**src/rtl/ss_display_pkg.sv**
```systemverilog
// rtl/ss_display_pkg.sv - shared constants and types for the ss_display seven-segment driver
package ss_display_pkg;

  localparam int NUM_DIGITS = 4;

  // Segment bits are {g,f,e,d,c,b,a}, active-low
  localparam logic [6:0] SEG_BLANK = 7'h7F;
  localparam logic [6:0] SEG_0     = 7'b1000000;
  localparam logic [6:0] SEG_1     = 7'b1111001;
  localparam logic [6:0] SEG_2     = 7'b0100100;
  localparam logic [6:0] SEG_3     = 7'b0110000;
  localparam logic [6:0] SEG_4     = 7'b0011001;
  localparam logic [6:0] SEG_5     = 7'b0010010;
  localparam logic [6:0] SEG_6     = 7'b0000010;
  localparam logic [6:0] SEG_7     = 7'b1111000;
  localparam logic [6:0] SEG_8     = 7'b0000000;
  localparam logic [6:0] SEG_9     = 7'b0010000;
  localparam logic [6:0] SEG_A     = 7'b0001000;
  localparam logic [6:0] SEG_B     = 7'b0000011;
  localparam logic [6:0] SEG_C     = 7'b1000110;
  localparam logic [6:0] SEG_D     = 7'b0100001;
  localparam logic [6:0] SEG_E     = 7'b0000110;
  localparam logic [6:0] SEG_F     = 7'b0001110;

  typedef logic [1:0] digit_sel_t;

endpackage

```
**src/rtl/bcd_to_7seg.sv**
```systemverilog
// rtl/bcd_to_7seg.sv - combinational nibble to active-low segment decoder (SS_DISPLAY_HEX_EN enables A-F)
module bcd_to_7seg
  import ss_display_pkg::*;
(
  input  logic [3:0] nibble,
  output logic [6:0] segments
);

  always_comb begin
    segments = SEG_BLANK;
    case (nibble)
      4'd0:  segments = SEG_0;
      4'd1:  segments = SEG_1;
      4'd2:  segments = SEG_2;
      4'd3:  segments = SEG_3;
      4'd4:  segments = SEG_4;
      4'd5:  segments = SEG_5;
      4'd6:  segments = SEG_6;
      4'd7:  segments = SEG_7;
      4'd8:  segments = SEG_8;
      4'd9:  segments = SEG_9;
`ifdef SS_DISPLAY_HEX_EN
      4'd10: segments = SEG_A;
      4'd11: segments = SEG_B;
      4'd12: segments = SEG_C;
      4'd13: segments = SEG_D;
      4'd14: segments = SEG_E;
      4'd15: segments = SEG_F;
`else
      // Non-BCD codes stay dark rather than showing garbage
      default: segments = SEG_BLANK;
`endif
    endcase
  end

endmodule

```
**src/rtl/ss_display.sv**
```systemverilog
// rtl/ss_display.sv - four-digit multiplexed seven-segment driver (SS_DISPLAY_HEX_EN selects hex decode)
module ss_display
  import ss_display_pkg::*;
#(
  parameter int REFRESH_CYCLES = 4
) (
  input  logic        clk,
  input  logic        rst,
  input  logic [15:0] bcd_register,
  output logic [3:0]  control_pins,
  output logic [6:0]  display_pins
);

  localparam int CNT_W = (REFRESH_CYCLES > 1) ? $clog2(REFRESH_CYCLES) : 1;
  localparam logic [CNT_W-1:0] CNT_LAST = CNT_W'(REFRESH_CYCLES - 1);

  logic [CNT_W-1:0]      prescale;
  digit_sel_t            digit_sel;
  logic [3:0]            nibble;
  logic [6:0]            seg_next;
  logic [NUM_DIGITS-1:0] enable_next;

  // Nibble is taken live so input changes show up one cycle later
  assign nibble = bcd_register[4*digit_sel +: 4];

  bcd_to_7seg u_decoder (
    .nibble   (nibble),
    .segments (seg_next)
  );

  always_comb begin
    enable_next            = '1;
    enable_next[digit_sel] = 1'b0;
  end

  // Outputs reflect the current digit_sel, so each digit owns exactly REFRESH_CYCLES edges
  always_ff @(posedge clk) begin
    if (rst) begin
      prescale     <= '0;
      digit_sel    <= '0;
      control_pins <= '1;
      display_pins <= SEG_BLANK;
    end else begin
      control_pins <= enable_next;
      display_pins <= seg_next;
      if (prescale == CNT_LAST) begin
        prescale  <= '0;
        digit_sel <= digit_sel + 1'b1;
      end else begin
        prescale <= prescale + 1'b1;
      end
    end
  end

endmodule

```
**config.mk**
```make
export PLATFORM = sky130hd
export DESIGN_NAME = ss_display
export DESIGN_NICKNAME = d
export VERILOG_FILES = /design/src/rtl/ss_display_pkg.sv /design/src/rtl/bcd_to_7seg.sv /design/src/rtl/ss_display.sv
export SDC_FILE = /design/constraint.sdc
export NUM_CORES = 1
export LEC_CHECK = 0
export ABC_CLOCK_PERIOD_IN_PS = 4400
export BUFFER_PORTS_ARGS = -buffer_cell sky130_fd_sc_hd__buf_4
export CAP_MARGIN = 10
export CORE_MARGIN = 8
export CORE_UTILIZATION = 45
export CTS_BUF_LIST = sky130_fd_sc_hd__clkbuf_8
export CTS_CLUSTER_SIZE = 16
export DETAILED_ROUTE_END_ITERATION = 16
export PLACE_DENSITY = 0.74
export SYNTH_ARGS = -nofsm -noshare
export SYNTH_HDL_FRONTEND = slang
export SYNTH_SLANG_ARGS = --single-unit
```
**constraint.sdc**
```tcl
create_clock -name clk -period 4.4 [get_ports clk]
set_input_delay 0 -clock clk [delete_from_list [all_inputs] [get_ports clk]]
set_output_delay 0 -clock clk [all_outputs]
set_load 0.05 [all_outputs]
```
==> results.ini, run 1 <==
[synth]
synth_area_sq_um = 789.5
yosys.area.top_type_share_pct = 38.03
syn_inst = 71
synth_cell_types = 23
synth-seq-cells = 15
synth_fp_nets = 99
synth.avg_cell_area_sq_um = 11.12
yosysSeqAreaShare_pct = 38.03
yosysWarningCount = 0
synth_area_leaders = dfxtp_1 38%, ha_1 16%, mux4_2 8.6%
yosys.area.top_type = dfxtp_1

[cts]
cts.path.max_buffers = 2
post_cts_buffers = 0
cts_hold_buf = 0
clk_pin_slew_worst_paths_ns = 0.06
cts_resized = 0
cts_root_buf = clkbuf_8
cts-buffers-inserted = 3
htreeDepth = 1
clk-insertion-delay-late_ns = 0.24
clock-sinks = 15
cts_tree = yes

[worst_setup_path]
path_cells = mux4_1 -> inv_1 -> ha_1 -> inv_1 -> a21oi_1 -> o21ai_0 -> a21o_1
arrival_ns = 2.17
required_ns = 4.54
cp-start-kind = flop
crit_family = multiplexers
worstSetupPathType = flop to flop
cpMostUsedCell = inv_1
cpPeakStageDelay_ns = 0.66
worst-path-buf-inv = 2
path_max_fanout = 8
slowest_stage = mux4_1
critPathCaptureType = flop

[global_route]
grt_pass1_wl_um = 2532
grt_pass1_vias = 619
antenna_found_initial = 0
grt_usage_pct = 9.418
gr-total-overflow = 0
grt_max_degree = 14

[layout]
drive_gt1_share_pct = 37.00
layout_commonest_cell = buf_4
areaGrowthSynthToFinish_pct = 31.70
diodes = 0
fin_area_sq_um = 1040
layout.nets = 129
final_cell_mix = 28 x buf_4, 15 x dfxtp_1, 10 x ha_1, 7 x inv_1, 6 x a21oi_1

[timing]
period_needed_ns = 2.033
hold_viol_final = 0
setup_viol = 0
setup_tns_ns = 0
max-slew-margin-rel_pct = 75.63
tightest_slew_ns = 0.3651
clock.fmax_mhz = 491.9
post-route-period-util_pct = 46.20
clock_skew_ns = 0.003988
fin_ws_ns = 2.367
slew_violations = 0
timing.hold.ws_ns = 0.02558
rsz0062_at_grt = false

[power_and_ir_drop]
power.leakage_nw = 0.4766
powerDensity_nw_per_um2 = 342.9
total_power_uw = 356.5
ir_worst_vdd_mv = 0.2472

[floorplan]
initial_core_util_pct = 46.74
die_area_sq_um = 3351
die_h_um = 57.89
dieWidth_um = 57.89
row_count = 15
coreArea_sq_um = 1689
ios = 29

[routing]
drtIter0Drc = 6
postRouteAntennaNets = 0
num_vias = 576
drc = 0
first_pass_iters = 4
wire_per_inst_um = 12.59
routed_wl_um = 1473
drt-vias-per-instance = 4.923

[flow_run]
cap_violations = 0

[placed_design]
dpl_cell_area_sq_um = 994.7
portBuffers = 28
hpwlAfterDp_um = 1247
place_ws_ns = 2.336
gp_congestion = 0.7340

[status]
status = completed

[worst_hold_path]
hp-class = input port to flop

[per-stage QoR]
step           instances  utilization (%)
3_5_place_dp         113            58.89
2_1_floorplan         71                -
6_report             117            61.56
4_1_cts              117            61.56
5_1_grt              117            61.56
3_3_place_gp         113            58.89
[power breakdown]
| group | internal [mW] | switching [mW] | leakage, nW |
|---|---|---|---|
| Clock | 0.0615 | 0.0419 | 0.0269 |
| Sequential | 0.147 | 0.00516 | 0.124 |
| Combinational | 0.0418 | 0.0588 | 0.326 |
[routing by layer]
metal  share of wire [%]  vias to the layer above  GRT usage [%]
met4                   0                        0          2.098
li1                    -                      298              -
met5                   0                        -              0
met3                 5.2                        0          4.415
met2                  53                       17          17.20
met1                  42                      261          9.432
[kinds of logic (layout without fill, tap and decap cells)]
kind of cell | Yosys count | count (layout) | share of synthesized area, %
compound gates | 11 | 11 | 7.766
xor+xnor | 1 | 1 | 1.110
fa+ha+maj | 10 | 10 | 15.85
buf+inv | 9 | 38 | 6.180
flops | 15 | 15 | 38.04
mux | 8 | 8 | 16.96
simple gates | 17 | 17 | 14.11
[cell usage after synthesis, drive strengths merged]
| master | count |
|---|---|
| o22ai | 1 |
| nand2 | 2 |
| nor3 | 2 |
| a21oi | 6 |
| dfxtp | 15 |
| buf | 2 |
| a21o | 1 |
| inv | 6 |
| ha | 10 |
| clkbuf | 1 |
| o21ai | 2 |
| nand2b | 6 |
| mux4 | 4 |
| o21bai | 1 |
| nor3b | 1 |
| mux2i | 4 |
| xnor2 | 1 |
| nor2 | 6 |
[registers in the layout (all words and copies together) (netlist names)]
register	flops
control_pins	4
digit_sel	2
display_pins	7
prescale	2
[final timing paths]
| check | from | end | slack, ns | cells past startpoint |
|---|---|---|---|---|
| setup / recovery | digit_sel[0]$_SDFFE_PP0N_ | display_pins[4]$_SDFF_PP1_ | 2.37 | 7 |
| hold reg to reg | prescale[0]$_SDFF_PP0_ | prescale[0]$_SDFF_PP0_ | 0.43 | 1 |
| setup reg to reg | digit_sel[0]$_SDFFE_PP0N_ | display_pins[4]$_SDFF_PP1_ | 2.37 | 7 |
| hold / removal | rst | prescale[0]$_SDFF_PP0_ | 0.03 | 2 |
[layout make-up]
class                      count  area (sq um)
clock buffer                   3         41.29
clock inverter                 1         3.754
fill                         144         649.4
inverter                       6         22.52
multi-input combinational     47         440.4
sequential                    15         300.3
tap                           17         21.27
timing repair buffer          28         210.2
No activity file was read; power rests on OpenSTA's default activity.
==> run 2, diff against run 1 <==
--- a/config.mk
+++ b/config.mk
@@ -5,7 +5,8 @@
 export SDC_FILE = /design/constraint.sdc
 export NUM_CORES = 1
 export LEC_CHECK = 0
-export ABC_CLOCK_PERIOD_IN_PS = 4400
+export ABC_AREA = 1
+export ABC_CLOCK_PERIOD_IN_PS = 1700
 export BUFFER_PORTS_ARGS = -buffer_cell sky130_fd_sc_hd__buf_4
 export CAP_MARGIN = 10
 export CORE_MARGIN = 8
@@ -13,7 +14,7 @@
 export CTS_BUF_LIST = sky130_fd_sc_hd__clkbuf_8
 export CTS_CLUSTER_SIZE = 16
 export DETAILED_ROUTE_END_ITERATION = 16
-export PLACE_DENSITY = 0.74
+export PLACE_DENSITY = 0.76
 export SYNTH_ARGS = -nofsm -noshare
 export SYNTH_HDL_FRONTEND = slang
 export SYNTH_SLANG_ARGS = --single-unit
==> constraint.sdc (replaced) <==
create_clock -name clk -period 1.7 [get_ports clk]
set_input_delay 0 -clock clk [delete_from_list [all_inputs] [get_ports clk]]
set_output_delay 0 -clock clk [all_outputs]
set_load 0.05 [all_outputs]
==> results.ini, run 2 <==
[routing]
wire_per_inst_um = 10.22
routed_wl_um = 1604
postRouteAntennaNets = 0
drt-vias-per-instance = 4.631
drc = 0
first_pass_iters = 4
drtIter0Drc = 7
num_vias = 727

[floorplan]
dieWidth_um = 58.64
initial_core_util_pct = 47.39
die_area_sq_um = 3439
coreArea_sq_um = 1727
row_count = 15
ios = 29
die_h_um = 58.64

[global_route]
grt_pass1_wl_um = 2856
grt_max_degree = 13
grt_usage_pct = 10.35
grt_pass1_vias = 681
gr-total-overflow = 0
antenna_found_initial = 0

[synth]
async_reset_ff_share_pct = 0
synth-seq-cells = 15
yosysWarningCount = 0
yosysMostFrequentCell = nand2_1
syn_inst = 99
synth_cell_types = 18
synth_common_cells = 35 x nand2_1, 15 x dfxtp_1, 12 x nand3_1
yosys.area.top_type = dfxtp_1
synth.avg_cell_area_sq_um = 8.266
synth_area_leaders = dfxtp_1 37%, nand2_1 16%, ha_1 15%
yosys.area.top_type_share_pct = 36.70
synth_fp_nets = 127
synth-main-ff-cell = dfxtp_1
synth_edf_count = 0
synth_area_sq_um = 818.3
yosysSeqAreaShare_pct = 36.70

[worst_hold_path]
hp-class = input port to flop

[worst_setup_path]
slowest_stage = dfxtp_2
arrival_ns = 1.60
cpPeakStageDelay_ns = 0.39
path_cells = inv_4 -> nand2_1 -> nand3_1 -> nand2_1 -> inv_1 -> ha_1 -> nand3b_1 -> nand3_1 -> nand2_1
critPathCaptureType = flop
cpMostUsedCell = nand2_1
cp-start-kind = flop
path_max_fanout = 12
worstSetupPathType = flop to flop
worst-path-buf-inv = 2
required_ns = 1.82
crit_family = simple AND/OR/NAND/NOR gates

[status]
status = completed

[timing]
rsz0062_at_grt = false
tightest_slew_ns = 0.1755
setup_tns_ns = 0
post-route-period-util_pct = 87.34
clock_skew_ns = 0.007183
hold_viol_final = 0
slew_violations = 0
period_needed_ns = 1.485
max-slew-margin-rel_pct = 88.27
clock.fmax_mhz = 673.5
setup_viol = 0

[placed_design]
gp_congestion = 0.7706
dp_cells = 152
hpwlAfterDp_um = 1374
portBuffers = 28

[cts]
cts.path.max_buffers = 2
clk_pin_slew_worst_paths_ns = 0.06
cts_root_buf = clkbuf_8
clock-sinks = 15
clk-insertion-delay-late_ns = 0.24
htreeDepth = 1
cts_tree = yes
cts-buffers-inserted = 3

[power_and_ir_drop]
pwr-share-seq_pct = 38.9
comb_power_share_pct = 35.8
swShare_pct = 34.65
ir_worst_vdd_mv = 0.3729
p_int_uw = 685.1
power.switching_uw = 363.3
p_clk_share_pct = 25.3
power.leakage_nw = 0.5525
powerDensity_nw_per_um2 = 948.9

[layout]
drive_gt1_share_pct = 33.33
layout_commonest_cell = nand2_1
seq_area_sq_um = 301.5
final_cell_mix = 35 x nand2_1, 30 x buf_4, 14 x dfxtp_1, 12 x nand3_1, 10 x ha_1
areaGrowthSynthToFinish_pct = 35.02
fill_cells = 164
layout.nets = 161
multiInputGateArea_sq_um = 459.2
diodes = 0
layout.cells.non_filler = 157
fin_util_pct = 63.99
biggestRegsByFlops = display_pins: 7 flops, control_pins: 4 flops
largest_reg_flops = 7
regMostFlops = display_pins

[flow_run]
cap_violations = 0

-- run 2: cells by family (layout without fill, tap and decap cells) --
| group | after synthesis | in the layout | synth area share (%) |
|---|---|---|---|
| adder cells (fa/ha/maj) | 10 | 10 | 15.29 |
| AND/OR/NAND/NOR | 58 | 58 | 35.78 |
| buffers and inverters | 10 | 43 | 7.187 |
| flip-flops | 15 | 15 | 36.70 |
| AO/OA/AOI/OAI | 6 | 6 | 5.046 |
-- run 2: path summary, 6_finish.rpt --
check / start / end / slack (ns) / cells after the start
worst max-delay path: digit_sel[0]$_SDFFE_PP0N_ / display_pins[5]$_SDFF_PP1_ / 0.22 / 9
worst max register to register: digit_sel[0]$_SDFFE_PP0N_ / display_pins[5]$_SDFF_PP1_ / 0.22 / 9
worst min register to register: prescale[0]$_SDFF_PP0_ / prescale[0]$_SDFF_PP0_ / 0.42 / 1
worst min-delay path: bcd_register[10] / display_pins[1]$_SDFF_PP1_ / 0.18 / 5
-- run 2: timing repair --
action,in CTS,in global routing
hold buffers,1,0
setup endpoints to repair,0,2
gates resized for setup,0,2
setup buffers,0,0
hold endpoints to repair,2,0
-- run 2: final cells by class --
class | instances | area share [%]
Clock buffer | 3 | 3.737
Clock inverter | 1 | 0.3398
Inverter | 8 | 2.945
Multi-Input combinational cell | 74 | 41.56
Sequential cell | 15 | 27.29
Tap cell | 25 | 2.831
Timing Repair Buffer | 31 | 21.29
-- run 2: stage by stage --
stage | total power [mW] | area (sq um) | hold slack (ns) | setup slack, ns
floorplan | 0.6830 | 818.3 | 0.07108 | 0.1628
global placement | 0.7857 | 1049 | 0.2228 | 0.1861
detailed placement | 0.7919 | 1049 | 0.2286 | 0.09785
CTS | 1.058 | 1104 | 0.1774 | 0.08517
global route | 1.113 | 1105 | 0.2490 | 0.03174
finish | 1.048 | 1105 | 0.1844 | 0.2152
-- run 2: tightest hold or removal path, delay by kind of cell --
kind	cells	cell delay, ns
simple gates	4	0.30
buf+inv	1	0.09
-- run 2: metal layers --
layer | GRT usage [%] | wire, um
met5 | 0 | 0
met4 | 5.119 | 29
met3 | 3.478 | 122
met2 | 19.21 | 754
met1 | 9.912 | 697
-- run 2: power groups by stage --
stage | Combinational, mW | Clock (mW) | Sequential, mW
2_1_floorplan | 0.163 | 0 | 0.520
3_3_place_gp | 0.373 | 0 | 0.413
3_5_place_dp | 0.377 | 0 | 0.415
4_1_cts | 0.379 | 0.272 | 0.407
5_1_grt | 0.415 | 0.288 | 0.411
6_report | 0.376 | 0.265 | 0.407
==> run 3, diff against run 2 <==
--- a/config.mk
+++ b/config.mk
@@ -6,15 +6,15 @@
 export NUM_CORES = 1
 export LEC_CHECK = 0
 export ABC_AREA = 1
-export ABC_CLOCK_PERIOD_IN_PS = 1700
+export ABC_CLOCK_PERIOD_IN_PS = 1200
 export BUFFER_PORTS_ARGS = -buffer_cell sky130_fd_sc_hd__buf_4
 export CAP_MARGIN = 10
 export CORE_MARGIN = 8
-export CORE_UTILIZATION = 45
+export CORE_UTILIZATION = 35
 export CTS_BUF_LIST = sky130_fd_sc_hd__clkbuf_8
 export CTS_CLUSTER_SIZE = 16
 export DETAILED_ROUTE_END_ITERATION = 16
-export PLACE_DENSITY = 0.76
+export SLEW_MARGIN = 10
 export SYNTH_ARGS = -nofsm -noshare
 export SYNTH_HDL_FRONTEND = slang
 export SYNTH_SLANG_ARGS = --single-unit
==> constraint.sdc (replaced) <==
create_clock -name clk -period 1.2 [get_ports clk]
set_input_delay 0 -clock clk [delete_from_list [all_inputs] [get_ports clk]]
set_output_delay 0 -clock clk [all_outputs]
set_load 0.05 [all_outputs]
==> results.ini, run 3 (synthesis gave the netlist of run 2 again) <==
[timing]
period_needed_ns = 1.327
tightest_slew_ns = 0.1814
clock_skew_ns = 0.002115
timing.hold.ws_ns = 0.2330
clock.fmax_mhz = 753.8
fin_ws_ns = -0.1266
rsz0062_at_grt = true
setup_viol = 8
post-route-period-util_pct = 110.6
hold_viol_final = 0
max-slew-margin-rel_pct = 87.88
slew_violations = 0

[worst_setup_path]
r2r-start = digit_sel[0]$_SDFFE_PP0N_
critPathCaptureType = flop
crit_end = display_pins[6]$_SDFF_PP1_
required_ns = 1.33
worstSetupPathType = flop to flop
cp-start-kind = flop
crit_start = digit_sel[0]$_SDFFE_PP0N_
r2r_cells = 9
path_max_fanout = 7
r2r_setup_slack_ns = -0.13
arrival_ns = 1.46
reg2reg_to = display_pins[6]$_SDFF_PP1_

[routing]
postRouteAntennaNets = 0
first_pass_iters = 4
routed_wl_um = 1949
num_vias = 778
wire_per_inst_um = 11.33
drtIter0Drc = 15
drt-vias-per-instance = 4.523
drc = 0

[power_and_ir_drop]
ir_worst_vdd_mv = 0.6393
total_power_mw = 1.624
powerDensity_nw_per_um2 = 1276
power.leakage_nw = 0.6182

[global_route]
gr-total-overflow = 0
antenna_found_initial = 0
grt_pass1_vias = 856
grt_pass1_wl_um = 3525
grt_max_degree = 9
grt_usage_pct = 10.14

[layout]
fin_area_sq_um = 1272
regMostFlops = display_pins
fill_cells = 212
layout_commonest_cell = buf_4
diodes = 0
multiInputGateArea_sq_um = 521.8
areaGrowthSynthToFinish_pct = 55.50
seq_area_sq_um = 305.3
layout.nets = 173
largest_reg_flops = 7
final_cell_mix = 42 x buf_4, 28 x nand2_1, 13 x dfxtp_1, 8 x nand3_1, 8 x ha_1
biggestRegsByFlops = display_pins: 7 flops, control_pins: 4 flops
drive_gt1_share_pct = 50.00
fin_util_pct = 57.52

[cts]
cts.path.max_buffers = 2
htreeDepth = 1
clock-sinks = 15
cts-buffers-inserted = 3
cts_root_buf = clkbuf_8
clk_pin_slew_worst_paths_ns = 0.06
clk-insertion-delay-late_ns = 0.24
cts_tree = yes

[status]
status = finished, violations left
violations = negative setup slack

[floorplan]
die_h_um = 64.35
dieWidth_um = 64.35
row_count = 17
die_area_sq_um = 4141
coreArea_sq_um = 2212
ios = 29
initial_core_util_pct = 36.99

[placed_design]
gp_congestion = 0.8153
portBuffers = 28
dpl_cell_area_sq_um = 1111
hpwlAfterDp_um = 1567

[flow_run]
cap_violations = 0

[worst_hold_path]
hp-class = input port to flop

## run 3: changes by cell type in the layout (fill, tap and decap cells not counted), moves of 4 or more
cell,delta
buf_4,+12
nand2_1,-7
nand2_2,+5
nand3_1,-4
nand3_2,+4
## run 3: worst min-delay path by stage
| stage | start | to | slack, ns | cells after the start |
|---|---|---|---|---|
| 6_report | bcd_register[3] | display_pins[4]$_SDFF_PP1_ | 0.23 | 7 |
| 5_1_grt | bcd_register[11] | display_pins[4]$_SDFF_PP1_ | 0.29 | 7 |
| 4_1_cts | bcd_register[3] | display_pins[4]$_SDFF_PP1_ | 0.23 | 7 |
| 3_5_place_dp | rst | prescale[0]$_SDFF_PP0_ | 0.23 | 2 |
| 3_3_place_gp | rst | prescale[0]$_SDFF_PP0_ | 0.22 | 2 |
| 2_1_floorplan | rst | prescale[0]$_SDFF_PP0_ | 0.07 | 1 |
## run 3: area by class of cell
| class | instances | area share, % |
|---|---|---|
| Clock buffer | 3 | 3.245 |
| Sequential cell | 15 | 23.99 |
| Tap cell | 28 | 2.753 |
| Clock inverter | 1 | 0.2950 |
| Timing Repair Buffer | 43 | 25.57 |
| Multi-Input combinational cell | 74 | 41.00 |
| Inverter | 8 | 3.147 |
## run 3: where the power goes
part | internal [mW] | switching (mW)
clock network | 0.226 | 0.166
registers | 0.555 | 0.0237
logic | 0.263 | 0.390
total | 1.04 | 0.580
## run 3: repair_timing
item | CTS | global route
pin swaps | 8 | 6
hold buffers | 1 | 0
endpoints found under the hold margin | 3 | 0
setup endpoints to repair | 8 | 8
setup buffers | 4 | 1
resized for setup | 17 | 5
## run 3: per-stage QoR
step / std cells / setup slack [ns] / TNS (ns)
after floorplan: 99 / -0.2602 / -1.446
after CTS: 171 / -0.1215 / -0.7499
after detailed placement: 162 / -0.1815 / -0.9620
final: 172 / -0.1266 / -0.7570
after global placement: 162 / -0.1592 / -0.7616
after global routing: 172 / -0.2147 / -1.447
## run 3: worst max-delay path: stages, from the launching register on
cell and delay [ns]:
dfxtp_4 0.40, inv_6 0.06, nand2_2 0.05, nand3_2 0.08
nand2_4 0.11, inv_4 0.05, ha_4 0.14, nand3b_1 0.18
nand3_1 0.09, nand2_1 0.05
## run 3: routing by layer
metal / share of wire, % / GRT usage [%] / routed length (um) / vias up
met5: 0 / 0 / 0 / -
met4: 0 / 4.905 / 0 / 0
met3: 5.1 / 2.265 / 100 / 0
met2: 51 / 17.27 / 1002 / 19
met1: 43 / 11.64 / 847 / 354
li1: - / - / - / 405
